<file path="config.mk">
export PLATFORM = sky130hd
export DESIGN_NAME = cpu_fetch_decode
export DESIGN_NICKNAME = d
export VERILOG_FILES = /design/src/rtl/cpu_fetch_decode.sv
export SDC_FILE = /design/constraint.sdc
export NUM_CORES = 1
export LEC_CHECK = 0
export CAP_MARGIN = 40
export CORE_MARGIN = 8
export CORE_UTILIZATION = 44
export CTS_CLUSTER_SIZE = 16
export DETAILED_ROUTE_END_ITERATION = 12
export PLACE_DENSITY_LB_ADDON = 0.15
export SETUP_SLACK_MARGIN = 0.1
export SLEW_MARGIN = 30
export SYNTH_ARGS = -nofsm -noshare
export SYNTH_HDL_FRONTEND = slang
export SYNTH_SLANG_ARGS = --single-unit
</file>
<file path="constraint.sdc">
create_clock -name clk -period 2.2 [get_ports clk]
set_clock_uncertainty 0.05 [all_clocks]
set_input_delay 0.44 -clock clk [delete_from_list [all_inputs] [get_ports clk]]
set_output_delay 0.44 -clock clk [all_outputs]
set_load 0.01 [all_outputs]
</file>
<file path="src/rtl/cpu_fetch_decode.sv">
// Micro CPU front end: fetches opcode/operand byte pairs, decodes them and issues to execute.
// Define CPU_ILLEGAL_TRAP_EN to halt with a sticky illegal flag on an undefined opcode.
module cpu_fetch_decode #(
   parameter int unsigned ADDR_WIDTH = 8,
   parameter int unsigned DATA_WIDTH = 8,
   parameter int unsigned RESET_PC   = 0
) (
   input  logic                  clk,
   input  logic                  rst_n,
   output logic [ADDR_WIDTH-1:0] pmem_addr,
   output logic                  pmem_rd,
   input  logic [DATA_WIDTH-1:0] pmem_rdata,
   input  logic                  pmem_rvalid,
   output logic                  dec_valid,
   input  logic                  dec_ready,
   output logic [3:0]            dec_op,
   output logic                  dec_imm,
   output logic                  dec_carry,
   output logic [DATA_WIDTH-1:0] dec_operand,
   output logic [ADDR_WIDTH-1:0] dec_pc,
   input  logic                  br_resolve,
   input  logic                  br_taken,
   input  logic [ADDR_WIDTH-1:0] br_target,
   output logic                  illegal
);

   localparam int unsigned OPC_WIDTH = 8;
   localparam logic [ADDR_WIDTH-1:0] PC_RST = ADDR_WIDTH'(RESET_PC);

   typedef enum logic [3:0] {
      OP_LOAD, OP_STORE, OP_ADD, OP_SUB, OP_NOR, OP_NAND, OP_XOR, OP_XNOR,
      OP_JUMP, OP_JZ, OP_JC, OP_JN
   } operation_e;

   typedef enum logic [2:0] {
      FETCH_OP, WAIT_OP, FETCH_ARG, WAIT_ARG, ISSUE, WAIT_BR
`ifdef CPU_ILLEGAL_TRAP_EN
      , HALT
`endif
   } state_e;

   state_e                 state;
   logic [ADDR_WIDTH-1:0]  pc;
   logic [OPC_WIDTH-1:0]   opcode;
   logic [ADDR_WIDTH-1:0]  pc_inc1;
   logic [ADDR_WIDTH-1:0]  pc_inc2;
   logic [ADDR_WIDTH-1:0]  br_next;
   operation_e             d_op;
   logic                   d_legal;
   logic                   d_imm;
   logic                   d_carry;

   assign pc_inc1 = pc + ADDR_WIDTH'(1);
   assign pc_inc2 = pc + ADDR_WIDTH'(2);
   assign br_next = br_taken ? br_target : pc_inc2;

   // Opcode decode; anything outside the four defined groups is illegal
   always_comb begin
      d_legal = 1'b0;
      d_op    = OP_LOAD;
      d_imm   = 1'b0;
      d_carry = 1'b0;
      case (opcode[7:6])
         2'b00: if (opcode[5:2] == 4'd0) begin
            d_legal = 1'b1;
            d_op    = opcode[0] ? OP_STORE : OP_LOAD;
            d_imm   = opcode[1];
         end
         2'b01: if (opcode[5:3] == 3'd0) begin
            d_legal = 1'b1;
            d_op    = opcode[0] ? OP_SUB : OP_ADD;
            d_carry = opcode[1];
            d_imm   = opcode[2];
         end
         2'b10: if (opcode[5:3] == 3'd0) begin
            d_legal = 1'b1;
            d_imm   = opcode[2];
            case (opcode[1:0])
               2'b00:   d_op = OP_NOR;
               2'b01:   d_op = OP_NAND;
               2'b10:   d_op = OP_XOR;
               default: d_op = OP_XNOR;
            endcase
         end
         default: if (opcode[5:2] == 4'd0) begin
            d_legal = 1'b1;
            case (opcode[1:0])
               2'b00:   d_op = OP_JUMP;
               2'b01:   d_op = OP_JZ;
               2'b10:   d_op = OP_JC;
               default: d_op = OP_JN;
            endcase
         end
      endcase
   end

`ifndef CPU_ILLEGAL_TRAP_EN
   assign illegal = 1'b0;
`endif

   // Fetch/issue FSM; the read strobe is raised on the edge that enters FETCH_OP/FETCH_ARG
   always_ff @(posedge clk or negedge rst_n) begin
      if (!rst_n) begin
         state       <= FETCH_OP;
         pc          <= PC_RST;
         opcode      <= '0;
         pmem_addr   <= PC_RST;
         pmem_rd     <= 1'b0;
         dec_valid   <= 1'b0;
         dec_op      <= 4'd0;
         dec_imm     <= 1'b0;
         dec_carry   <= 1'b0;
         dec_operand <= '0;
         dec_pc      <= '0;
`ifdef CPU_ILLEGAL_TRAP_EN
         illegal     <= 1'b0;
`endif
      end else begin
         pmem_rd <= 1'b0;
         case (state)
            // Only the first fetch after reset arrives here without a strobe already out
            FETCH_OP: begin
               if (!pmem_rd) begin
                  pmem_rd   <= 1'b1;
                  pmem_addr <= pc;
               end else begin
                  state <= WAIT_OP;
               end
            end
            WAIT_OP: if (pmem_rvalid) begin
               opcode    <= pmem_rdata[OPC_WIDTH-1:0];
               pmem_rd   <= 1'b1;
               pmem_addr <= pc_inc1;
               state     <= FETCH_ARG;
            end
            FETCH_ARG: state <= WAIT_ARG;
            WAIT_ARG: if (pmem_rvalid) begin
               if (d_legal) begin
                  dec_valid   <= 1'b1;
                  dec_op      <= d_op;
                  dec_imm     <= d_imm;
                  dec_carry   <= d_carry;
                  dec_operand <= pmem_rdata;
                  dec_pc      <= pc;
                  state       <= ISSUE;
               end else begin
`ifdef CPU_ILLEGAL_TRAP_EN
                  illegal <= 1'b1;
                  dec_pc  <= pc;
                  state   <= HALT;
`else
                  pc        <= pc_inc2;
                  pmem_rd   <= 1'b1;
                  pmem_addr <= pc_inc2;
                  state     <= FETCH_OP;
`endif
               end
            end
            ISSUE: if (dec_ready) begin
               dec_valid <= 1'b0;
               if (opcode[7:6] == 2'b11) begin
                  state <= WAIT_BR;
               end else begin
                  pc        <= pc_inc2;
                  pmem_rd   <= 1'b1;
                  pmem_addr <= pc_inc2;
                  state     <= FETCH_OP;
               end
            end
            WAIT_BR: if (br_resolve) begin
               pc        <= br_next;
               pmem_rd   <= 1'b1;
               pmem_addr <= br_next;
               state     <= FETCH_OP;
            end
`ifdef CPU_ILLEGAL_TRAP_EN
            HALT: state <= HALT;
`endif
            default: state <= FETCH_OP;
         endcase
      end
   end

endmodule

</file>
## After elaboration in Yosys (flattened, before gate mapping)

Index checks and enable logic that the tools add are counted.
W data, S select, Z words.

| word-level totals | value |
|---|---|
| output and inout port bits | 33 |
| bits in registers | 51 |
| input port bits | 22 |

| cells by class | value |
|---|---|
| muxes and demuxes | 47 |
| equal/unequal tests | 19 |
| add/sub/neg operators | 2 |
| reductions and logical operators | 15 |

Operators with widths:

| kind | count |
|---|---|
| $mux W8 | 8 |
| $pmux W8 S5 | 1 |
| $mux W3 | 8 |
| $pmux W8 S3 | 1 |
| $mux W1 | 20 |
| $ne A2 B2 Y1 const B | 9 |
| $pmux W3 S6 | 1 |
| $pmux W2 S3 | 2 |
| $pmux W4 S3 | 1 |
| $add A8 B1 Y8 const B | 1 |
| $add A8 B2 Y8 const B | 1 |
| $reduce_and A8 Y1 | 1 |
| $eq A2 B2 Y1 const B | 3 |
| $eq A3 B2 Y1 const B | 2 |
| $eq A3 B3 Y1 const B | 2 |
| $logic_not A3 Y1 | 2 |
| $reduce_and A6 Y1 | 1 |
| $pmux W1 S5 | 1 |
| $reduce_and A5 Y1 | 1 |
| $reduce_bool A5 Y1 | 1 |
| $eq A2 B1 Y1 const B | 2 |
| $logic_not A2 Y1 | 2 |
| $logic_not A4 Y1 | 1 |
| $mux W4 | 1 |
| other kinds (9) | 10 |

## Logic depth before layout (Yosys ltp)

| depth | value |
|---|---|
| word-level depth | 6 |
| gate-level depth with buffers | 8 |
| gate-level depth less buffers | 7 |

## Worst setup path after synthesis

Ideal clock, no wire load.

| timing | value |
|---|---|
| path kind | reg2reg |
| start point | register opcode[3] |
| end point | register dec_imm |
| data arrival time | 1.782 ns |
| required time | 2.014 ns |
| period minus slack after synthesis | 1.968 ns |
| library setup time | 0.136 ns |
| path slack | 0.232 ns |
| cell stages (with the launch flop) | 8 |
| cell sequence | dfrtp_1 > or3_1 > buf_6 > or4_4 > buf_6 > buf_4 > nand2_2 > o41ai_2 |

| on the way | value |
|---|---|
| word-level cells in the longest chain between the ends | 4 |

RTL lines:

| element | RTL line | RTL |
|---|---|---|
| start, declared | 44 | `logic [OPC_WIDTH-1:0] opcode;` |
| start signal, assigned | 131 | `opcode <= pmem_rdata[OPC_WIDTH-1:0];` |
| $logic_not A4 Y1 or $logic_not A3 Y1 (tied branches) | n/a |  |
| $mux W1, on equally long branches | n/a |  |
| $mux W1 | n/a |  |
| $reduce_and A3 Y1 (no line) | n/a |  |
| end signal, assigned | 141 | `dec_imm <= d_imm;` |
| end, declared | 17 | `output logic dec_imm,` |

Parallel ways exist; a longest one is shown, timed or not.
A chain may end at the register's enable or synchronous reset.

## Worst setup path in the final report

| timing | value |
|---|---|
| start point | register opcode[3] |
| end point | register dec_op[0] |

| on the way | value |
|---|---|
| word-level cells in the longest chain between the ends | 4 |

RTL lines:

| element | RTL line | RTL |
|---|---|---|
| $logic_not A4 Y1 or $logic_not A3 Y1 (tied branches) | n/a |  |
| $mux W1, on equally long branches | n/a |  |
| $mux W1 | n/a |  |
| $reduce_and A3 Y1 (no line) | n/a |  |
| end signal, assigned | 140 | `dec_op <= d_op;` |
| end, declared | 16 | `output logic [3:0] dec_op,` |

Parallel ways exist; a longest one is shown, timed or not.

==> reports/metrics.yaml <==
sta:
  tightest_slew_ps: 601.0
  setup_viol: 0
  clock.fmax_mhz: 501.4
  relSlewSlack: 0.5993
  fin_crit_sh: 0.9066
  rsz0062_at_grt: "no"
  fin_crit_ps: 1994
  drv_slew: 0
  fin_tns_setup_ps: 0
  timing.final.hold_violations: 0
synthesis:
  syn_area_per_cell_um2: 8.538
  synthFlopType: "dfrtp_1"
  ys_warn_count: 0
  syn-num-nets: 387
  synth_edf_count: 0
  yosys_register_bits: 51
  synthCells: 358
  yosysSeqAreaShare: 0.4175
  syn_area_mm2: 0.003057
  ys_types: 56
  synthArstFlopShare: 1.000
global_route:
  grt_max_degree: 28
  antenna_found_initial: 0
  track_usage: 0.1772
  grt_pass1_wl_um: 14290
  gr-total-overflow: 0
  first_global_vias: 2887
placed_design:
  dp_hpwl_um: 6483
  place_congestion: 0.8663
  place_area_mm2: 0.003852
  port-buffer-count: 53
  dpl.cell_count: 503
finish:
  final_common_cell: "nand2_1"
  design_area_mm2: 0.004014
  register_area_mm2: 0.001279
  n_fill_cell: 602
  mostFrequentLayoutCells: "nand2_1 (77), clkdlybuf4s50_1 (52), dfrtp_1 (49)"
  instances_no_fill: 513
  final_util: 0.5941
  layout-drive-gt1-share: 0.1617
  area_growth_syn_to_layout_pct: 31.31
  multi_input_area_mm2: 0.001622
  finalNetCount: 461
  diodes: 0
routing:
  vias: 2873
  drtAntennaViolNets: 0
  wirelength_um: 8528
  vias_per_cell: 5.600
  drt_iter0_drc: 133
  firstDrtPassIters: 4
  wire_per_inst_um: 16.62
  route.detailed.drc: 0
power_and_ir_drop:
  finalPower_uw: 5303
  cellLeakagePower_uw: 0.001796
  ir_drop_v: 0.0006259
  p_per_area_mw_per_mm2: 1321
floorplanning:
  die_w_um: 99.35
  dieArea_mm2: 0.009870
  coreArea_mm2: 0.006756
  initial_utilization: 0.4524
  io_pins: 55
  rows: 30
  fp.dieH_um: 99.35
job:
  cap_violations: 0
worst_setup_path:
  cp_common_cell: "buf_4"
  cpPeakStageDelay_ps: 560
  crit_path_end_kind: "register"
  reg2reg_from: "opcode[3]"
  crit_family: "simple AND/OR/NAND/NOR gates"
  crit_buf_inv: 2
  cp_data_required_time_ps: 2350
  path_class: "reg -> reg"
  critPathMaxFanout: 10
  worstReg2RegEnd: "dec_op[0]"
  arrival_ps: 2150
  ff2ff_path_depth: 6
  path_cells: "or3_1 -> buf_4 -> or4_4 -> buf_4 -> nand2_1 -> o21ai_0"
  rrSetupSlack_ps: 210
  slowest_stage: "or4_4"
  worstSetupStartpointType: "register"
clock_tree:
  worstSkewPairLatency_ps: 320
  clock_path_buffers: 2
  numCtsBuffers: 5
  holdBufCountCts: 0
  htreeDepth: 2
  cts_tree: "built"
  clk_pin_slew_ps: 100
  cts.sinks: 51
  cts-root-buf: "clkbuf_8"
run_status:
  outcome: "complete, no violations"
hold_path:
  holdCritPathClass: "in -> async"
-- routing by layer --
metal,share of wire,up-vias,GRT usage
met2,0.49,77,0.3001
met5,0,-,0
met4,0.024,0,0.07218
met3,0.045,16,0.03422
li1,-,1399,-
met1,0.44,1381,0.2151
-- worst register-to-register path: stages, from the launching register on --
cell and delay [ps]:
dfrtp_1 400, or3_1 390, buf_4 170, or4_4 560, buf_4 190, nand2_1 70
o21ai_0 70
-- cell type report --
| type | instances | share of cell area |
|---|---|---|
| Clock buffer | 5 | 0.01714 |
| Timing Repair Buffer | 93 | 0.2120 |
| Sequential cell | 51 | 0.3186 |
| Inverter | 7 | 0.006546 |
| Multi-Input combinational cell | 274 | 0.4040 |
| Tap cell | 80 | 0.02494 |
| Clock inverter | 3 | 0.01683 |
-- worst max path at each step --
| stage | from | to | slack [ps] | cells past startpoint |
|---|---|---|---|---|
| floorplan | opcode[3] | dec_imm | 230 | 7 |
| global placement | pmem_rvalid | dec_carry | -6 | 6 |
| detailed placement | pmem_rvalid | dec_op[0] | -40 | 6 |
| CTS | opcode[6] | pmem_addr[2] | 170 | 7 |
| global route | opcode[6] | dec_op[0] | 100 | 8 |
| finish | opcode[3] | dec_op[0] | 210 | 6 |
-- cells in the mapped netlist (5+ instances only) --
master      n  share of area
o21ai_0    28          0.046
nand3b_1    5          0.012
inv_1       7         0.0086
o22ai_1     5          0.010
nand2b_1    6          0.012
nor2b_1     6          0.012
o31ai_1     5          0.012
nand2_1    78          0.096
dfrtp_1    51           0.42
a21oi_1    15          0.025
mux2_2      8          0.029
ha_1        7          0.029
clkbuf_1   15          0.018
a2bb2oi_1   5          0.014
nand3_1    15          0.025
or3_1       7          0.014
nor2_1     24          0.029
-- power by group --
part	switching [uW]	total (uW)	internal, uW
Sequential	360	1690	1330
Clock	332	786	454
Combinational	1380	2820	1440
-- cell families (layout without fill, tap and decap cells) --
| kind of cell | count (synthesis) | count (layout) | share of synthesized area |
|---|---|---|---|
| AND/OR/NAND/NOR | 159 | 159 | 0.2452 |
| other | 1 | 1 | 0.001227 |
| multiplexers | 12 | 12 | 0.04257 |
| adder cells (fa/ha/maj) | 7 | 7 | 0.02865 |
| XOR/XNOR | 6 | 6 | 0.01719 |
| flip-flops | 51 | 51 | 0.4175 |
| buffers and inverters | 33 | 108 | 0.05444 |
| AO/OA/AOI/OAI | 89 | 89 | 0.1932 |
-- sequential cells by signal, indices dropped and copies added, names as in the netlist --
signal,cells
dec_carry,1
dec_imm,1
dec_op,4
dec_operand,8
dec_pc,8
dec_valid,1
opcode,8
pc,8
pmem_addr,8
pmem_rd,1
state,3
-- timing repair --
action	4_1_cts	5_1_grt
setup buffers	0	2
resized for setup	0	5
endpoints found under the setup margin	0	17
-- per-stage QoR --
stage / hold WS (ps) / setup slack, ps
after floorplan: 94.41 / 231.6
after global placement: 407.3 / -6.230
after detailed placement: 412.9 / -37.10
after CTS: 79.83 / 166.8
after global routing: 109.1 / 102.2
final: 63.01 / 205.5
No activity file was read; power rests on OpenSTA's default activity.
